## config.mk

```make
export PLATFORM = sky130hd
export DESIGN_NAME = inertial_integrator_p
export DESIGN_NICKNAME = d
export VERILOG_FILES = /design/src/rtl/inert_pkg.sv /design/src/rtl/inert_sat_add.sv /design/src/rtl/inertial_integrator_p.sv
export SDC_FILE = /design/constraint.sdc
export NUM_CORES = 1
export LEC_CHECK = 0
export ABC_AREA = 0
export CAP_MARGIN = 20
export CELL_PAD_IN_SITES_DETAIL_PLACEMENT = 1
export CELL_PAD_IN_SITES_GLOBAL_PLACEMENT = 1
export CORE_ASPECT_RATIO = 0.7
export CORE_MARGIN = 10
export CORE_UTILIZATION = 40
export CTS_CLUSTER_DIAMETER = 100
export DETAILED_ROUTE_END_ITERATION = 6
export GPL_ROUTABILITY_DRIVEN = 0
export HOLD_SLACK_MARGIN = 0.1
export PLACE_DENSITY_LB_ADDON = 0.2
export SYNTH_ARGS = -nofsm -noshare
export SYNTH_HDL_FRONTEND = slang
export SYNTH_SLANG_ARGS = --single-unit
export TNS_END_PERCENT = 1
```

## constraint.sdc

```tcl
create_clock -name clk -period 5.4 [get_ports clk]
set_clock_uncertainty 0.15 [all_clocks]
set_input_delay 1.35 -clock clk [delete_from_list [all_inputs] [get_ports clk]]
set_output_delay 1.35 -clock clk [all_outputs]
set_load 0.01 [all_outputs]
```

## src/rtl/inert_pkg.sv

```systemverilog
// Shared FSM state type and default tuning constants for the inertial pitch integrator.
package inert_pkg;

    typedef enum logic {
        CAL = 1'b0,
        RUN = 1'b1
    } state_e;

    localparam logic [15:0] AZ_OFFSET   = 16'h00A0;
    localparam logic [8:0]  ACC_FUDGE   = 9'h1C0;
    localparam int          FUSION_STEP = 512;

endpackage

```

## src/rtl/inert_sat_add.sv

```systemverilog
// IW-bit signed adder that clamps to the most positive/negative value instead of wrapping.
module inert_sat_add #(
    parameter int IW = 27
) (
    input  logic signed [IW-1:0] a,
    input  logic signed [IW-1:0] b,
    output logic signed [IW-1:0] sum
);

    function automatic logic signed [IW-1:0] sat_add(input logic signed [IW-1:0] x,
                                                     input logic signed [IW-1:0] y);
        logic signed [IW:0] s;
        s = (IW+1)'(x) + (IW+1)'(y);
        // Overflow shows up as disagreement between the guard bit and the IW-bit sign.
        if (s[IW] != s[IW-1]) begin
            return s[IW] ? {1'b1, {(IW-1){1'b0}}} : {1'b0, {(IW-1){1'b1}}};
        end
        return s[IW-1:0];
    endfunction

    assign sum = sat_add(a, b);

endmodule

```

## src/rtl/inertial_integrator_p.sv

```systemverilog
// Gyro pitch integrator with gyro-offset calibration; optional accel fusion when INERT_FUSION_EN is defined.
module inertial_integrator_p #(
    parameter int             DW          = 16,
    parameter int             IW          = 27,
    parameter int             CAL_LOG2    = 4,
    parameter logic [DW-1:0]  AZ_OFFSET   = inert_pkg::AZ_OFFSET,
    parameter logic [8:0]     ACC_FUDGE   = inert_pkg::ACC_FUDGE,
    parameter int             FUSION_STEP = inert_pkg::FUSION_STEP
) (
    input  logic                 clk,
    input  logic                 rst,
    input  logic                 vld,
    input  logic signed [DW-1:0] ptch_rt,
    input  logic signed [DW-1:0] AZ,
    input  logic                 cal_req,
    output logic signed [DW-1:0] ptch,
    output logic                 ptch_vld,
    output logic                 cal_done
);

    import inert_pkg::*;

    localparam int AW = DW + CAL_LOG2;

    state_e                 state_q, state_d;
    logic [CAL_LOG2-1:0]    cnt_q, cnt_d;
    logic signed [AW-1:0]   acc_q, acc_d;
    logic signed [DW-1:0]   offset_q, offset_d;
    logic signed [IW-1:0]   integ_q, integ_d;
    logic signed [DW-1:0]   ptch_q, ptch_d;
    logic                   ptch_vld_q, ptch_vld_d;

    logic signed [AW-1:0]   acc_next;
    logic signed [DW:0]     comp;
    logic signed [IW-1:0]   fusion;
    logic signed [IW-1:0]   delta;
    logic signed [IW-1:0]   integ_sum;

    assign acc_next = acc_q + AW'(ptch_rt);
    assign comp     = (DW+1)'(ptch_rt) - (DW+1)'(offset_q);

`ifdef INERT_FUSION_EN
    logic signed [DW:0]    az_diff;
    logic signed [DW+10:0] az_prod;
    logic signed [DW+10:0] ptch_acc;

    assign az_diff  = (DW+1)'(AZ) - (DW+1)'(signed'(AZ_OFFSET));
    assign az_prod  = (DW+11)'(az_diff) * (DW+11)'(signed'({1'b0, ACC_FUDGE}));
    assign ptch_acc = az_prod >>> 13;
    // Nudge the integrator toward the accelerometer pitch by a fixed step each sample.
    assign fusion   = (ptch_acc > (DW+11)'(ptch_q)) ? IW'(FUSION_STEP) : -IW'(FUSION_STEP);
`else
    logic unused_cfg;

    assign unused_cfg = ^{AZ, AZ_OFFSET, ACC_FUDGE} ^ FUSION_STEP[0];
    assign fusion     = '0;
`endif

    assign delta = fusion - IW'(comp);

    inert_sat_add #(
        .IW (IW)
    ) u_sat_add (
        .a   (integ_q),
        .b   (delta),
        .sum (integ_sum)
    );

    always_comb begin
        state_d    = state_q;
        cnt_d      = cnt_q;
        acc_d      = acc_q;
        offset_d   = offset_q;
        integ_d    = integ_q;
        ptch_d     = ptch_q;
        ptch_vld_d = 1'b0;

        case (state_q)
            CAL: begin
                ptch_d = '0;
                if (cal_req) begin
                    acc_d = '0;
                    cnt_d = '0;
                end else if (vld) begin
                    acc_d = acc_next;
                    cnt_d = cnt_q + CAL_LOG2'(1);
                    if (cnt_q == '1) begin
                        offset_d = DW'(acc_next >>> CAL_LOG2);
                        integ_d  = '0;
                        acc_d    = '0;
                        cnt_d    = '0;
                        state_d  = RUN;
                    end
                end
            end
            RUN: begin
                // A recalibration request discards any sample arriving in the same cycle.
                if (cal_req) begin
                    state_d = CAL;
                    acc_d   = '0;
                    cnt_d   = '0;
                    integ_d = '0;
                    ptch_d  = '0;
                end else if (vld) begin
                    integ_d    = integ_sum;
                    ptch_d     = integ_sum[IW-1:IW-DW];
                    ptch_vld_d = 1'b1;
                end
            end
            default: state_d = CAL;
        endcase
    end

    always_ff @(posedge clk) begin
        if (rst) begin
            state_q    <= CAL;
            cnt_q      <= '0;
            acc_q      <= '0;
            offset_q   <= '0;
            integ_q    <= '0;
            ptch_q     <= '0;
            ptch_vld_q <= 1'b0;
        end else begin
            state_q    <= state_d;
            cnt_q      <= cnt_d;
            acc_q      <= acc_d;
            offset_q   <= offset_d;
            integ_q    <= integ_d;
            ptch_q     <= ptch_d;
            ptch_vld_q <= ptch_vld_d;
        end
    end

    assign ptch     = ptch_q;
    assign ptch_vld = ptch_vld_q;
    assign cal_done = (state_q == RUN);

endmodule

```

==> flow_metrics.tcl <==
set metrics [dict create \
    pin_count 54 \
    dr.pass1.iters 5 \
    clk_path_buf_depth 2 \
    layout-drive-gt1-share_pct 9.988 \
    internal_power_w 0.001107 \
    synth_edf_count 0 \
    cp_max_fo 14 \
    cts-root-buf "clkbuf_16" \
    fp.dieW_um 168.0 \
    ant_nets 0 \
    ys_seq_elements 85 \
    use_met3_pct 4.344 \
    cts_buffers 9 \
    use_met2_pct 28.39 \
    relSlewSlack_pct 35.15 \
    syn_area_sq_um 6132 \
    ir_drop_uv 128.9 \
    async_reset_ff_share_pct 0 \
    top_usage_layer "met2" \
    area_delta_synth_final_pct 21.04 \
    fill_cells 1785 \
    cts.clk_slew.worst_paths_ns 0.06 \
    synth_area_per_cell_sq_um 8.366 \
    net-switching-power_w 0.0004120 \
    drtIter0Drc 336 \
    grt_util_met1_pct 25.26 \
    synth_warnings 0 \
    cpPeakStageDelay_ns 0.54 \
    wire_per_inst_um 18.32 \
    chipHeight_um 123.6 \
    fin_tns_setup_ns 0 \
    synth.distinct_cells 62 \
    grt_max_degree 45 \
    yosys_most_used_dff "dfxtp_1" \
    nNetsFinal 928 \
    num_vias 5509 \
    powerDensity_nw_per_um2 204.6 \
    synthTopCellsByArea "dfxtp_1 28%, ha_1 9.8%, fa_1 9.1%, inv_1 6.5%, a21oi_1 4.1%" \
    synth_top_area_share_pct 27.75 \
    worstHoldPathType "register to register" \
    pre_cts_slack_ns -0.09351 \
    placementRows 37 \
    hpwl_mm 14.55 \
    critical_path_arrival_ns 5.28 \
    clk_latency_ns 0.35 \
    yosys.area.top_type "dfxtp_1" \
    synth_cells 733 \
    instances_no_fill 1016 \
    totalWireLength_mm 18.61 \
    tightestPinTransition_ns 0.9717 \
    grt_use_total_pct 18.16 \
    drc_errors 0 \
    dpl.cell_count 997 \
    final_hold_viol_count 0 \
    seq_area_sq_um 1702 \
    p_comb_share_pct 16.0 \
    setup_ws_ns 0.1978 \
    p_clk_share_pct 41.8 \
    power.leakage_nw 3.329 \
    startpoint_type "primary input" \
    cts_sinks 85 \
    grt_pass1_wl_mm 30.62 \
    fin_total_pwr_w 0.001519 \
    crit_buf_inv 6 \
    p_sw_share_pct 27.13 \
    numPortBuffers 37 \
    status "finished, final reports clean" \
    multi_input_area_sq_um 3949 \
    core_sq_um 14860 \
    dieArea_sq_um 20760 \
    cap_violations 0 \
    htreeDepth 3 \
    path_cells "clkdlybuf4s50_1, buf_12, fa_1, inv_1, ha_1, a21o_1, a211oi_1, nand2_1, o311ai_1, buf_4, o21ai_1, xor2_1, buf_4, a21oi_4, nor2_4, buf_12, a221o_1" \
    yosysSeqAreaShare_pct 27.75 \
    antenna_found_initial 0 \
    grt_pass1_vias 5739 \
    synthesis.nets 845 \
    cts.repair.resized 0 \
    path_delay_family "compound AO/OA/AOI/OAI gates" \
    crit_path_top_delay_cell "fa_1" \
    slew_viol_final 0 \
    cts_tree "done" \
    diodes 0 \
    seqPwrFrac_pct 42.1 \
    rsz0062_at_grt "no" \
    gr-total-overflow 0 \
    post-route-period-util_pct 96.34 \
    max_freq_mhz 192.2 \
    start_util_pct 41.26 \
    worstPathRequired_ns 5.48 \
    endpoint_kind "register" \
    utilization_pct 49.95 \
    critPathKind "primary input to register" \
    setup_viol 0 \
    post-route-min-period_ns 5.202 \
    via_per_inst 5.422 \
]
state kept, by name (all words and copies together), names as in the netlist:
signal / flops
acc_q: 20
offset_q: 16
integ_q: 27
cal_done: 1
cnt_q: 4
ptch: 16
ptch_vld: 1
power groups by stage:
stage / registers, W / clock network, W / logic, W
after detailed placement: 0.000654 / 0 / 0.000241
after CTS: 0.000640 / 0.000654 / 0.000243
after global routing: 0.000640 / 0.000677 / 0.000270
final: 0.000640 / 0.000635 / 0.000243
after floorplan: 0.000652 / 0 / 0.000146
after global placement: 0.000653 / 0 / 0.000230
worst paths after layout:
path                                                start                  endpoint  slack, ns  depth (start not counted)
worst min register to register   offset_q[5]$_SDFFE_PP0P_  offset_q[5]$_SDFFE_PP0P_       0.31                          2
worst max register to register  offset_q[15]$_SDFFE_PP0P_   integ_q[0]$_SDFFE_PP0P_       0.93                         16
worst max-delay path                          ptch_rt[15]   integ_q[0]$_SDFFE_PP0P_       0.20                         17
worst min-delay path             offset_q[5]$_SDFFE_PP0P_  offset_q[5]$_SDFFE_PP0P_       0.31                          2
worst register-to-register path, stage by stage, from the launching register on:
cell	delay [ns]
dfxtp_1	0.30
inv_1	0.62
fa_1	0.56
inv_1	0.07
ha_1	0.24
a21o_1	0.20
a211oi_1	0.32
nand2_1	0.13
o311ai_1	0.41
buf_4	0.20
o21ai_1	0.06
xor2_1	0.14
buf_4	0.17
a21oi_4	0.19
nor2_4	0.08
buf_12	0.18
a221o_1	0.35
metrics by stage:
step	cell area, sq um	hold slack (ns)
CTS	7383	0.3116
detailed placement	7089	0.2984
floorplan	6132	0.2750
global placement	7089	0.2873
global route	7422	0.3357
finish	7422	0.3103
layer usage:
layer | vias to the layer above | share of wire (%)
li1 | 2722 | -
met1 | 2689 | 50
met2 | 91 | 44
met3 | 7 | 5.5
met4 | 0 | 0.63
met5 | - | 0
layout make-up:
| class | count | share of cell area, % |
|---|---|---|
| Timing Repair Buffer | 93 | 11.21 |
| Clock buffer | 12 | 3.321 |
| Tap cell | 195 | 3.287 |
| Clock inverter | 4 | 0.6406 |
| Sequential cell | 85 | 22.93 |
| Multi-Input combinational cell | 520 | 53.20 |
| Inverter | 107 | 5.411 |
Yosys cell counts (2+ instances only):
cell type	n
a2111oi_0	2
a211o_1	4
a211oi_1	7
a21o_1	18
a21oi_1	50
a221o_1	21
a22o_1	2
a22oi_1	15
a311oi_1	2
a31oi_1	7
and2_1	5
and3_1	5
clkbuf_1	19
dfxtp_1	85
fa_1	28
ha_1	48
inv_1	107
mux2i_1	4
nand2_1	66
nand2b_1	7
nand3_1	19
nand4_1	6
nand4b_1	4
nor2_1	54
nor2_4	2
nor2b_1	7
nor3_1	11
o21a_1	13
o21ai_0	26
o21ai_1	2
o21bai_1	4
o221ai_1	2
o311ai_0	6
o31ai_1	4
or3_1	5
or4_1	3
xnor2_1	27
xor2_1	12
repair_timing:
item / 4_1_cts / 5_1_grt
buffers inserted: 0 / 2
hold endpoints to repair: 0 / 0
hold buffers: 0 / 0
endpoints found under the setup margin: 0 / 19
kinds of logic (layout without fill, tap and decap cells):
logic type	count (synthesis)	count (layout)	synth area share [%]
AOI/OAI and AO/OA	200	200	23.08
muxes	6	6	1.061
and+or+nand+nor	197	197	15.10
DFF	85	85	27.75
xor gates and xnor gates	40	40	5.938
adders and majority gates	77	77	19.10
buffers and inverters	128	216	7.978
placed cells by master (no fill, tap or decap), drive strengths merged, types with 5 or more instances in the layout:
master,n
a211oi,8
a21o,18
a21oi,52
a221o,21
a22oi,15
a31oi,7
and2,5
and3,5
buf,56
clkbuf,12
clkdlybuf4s50,37
dfxtp,85
fa,28
ha,48
inv,107
mux2i,5
nand2,66
nand2b,7
nand3,20
nand4,6
nor2,56
nor2b,7
nor3,11
o21a,13
o21ai,28
o311ai,7
or3,5
xnor2,27
xor2,12
Power figures use the tool's default switching activity.
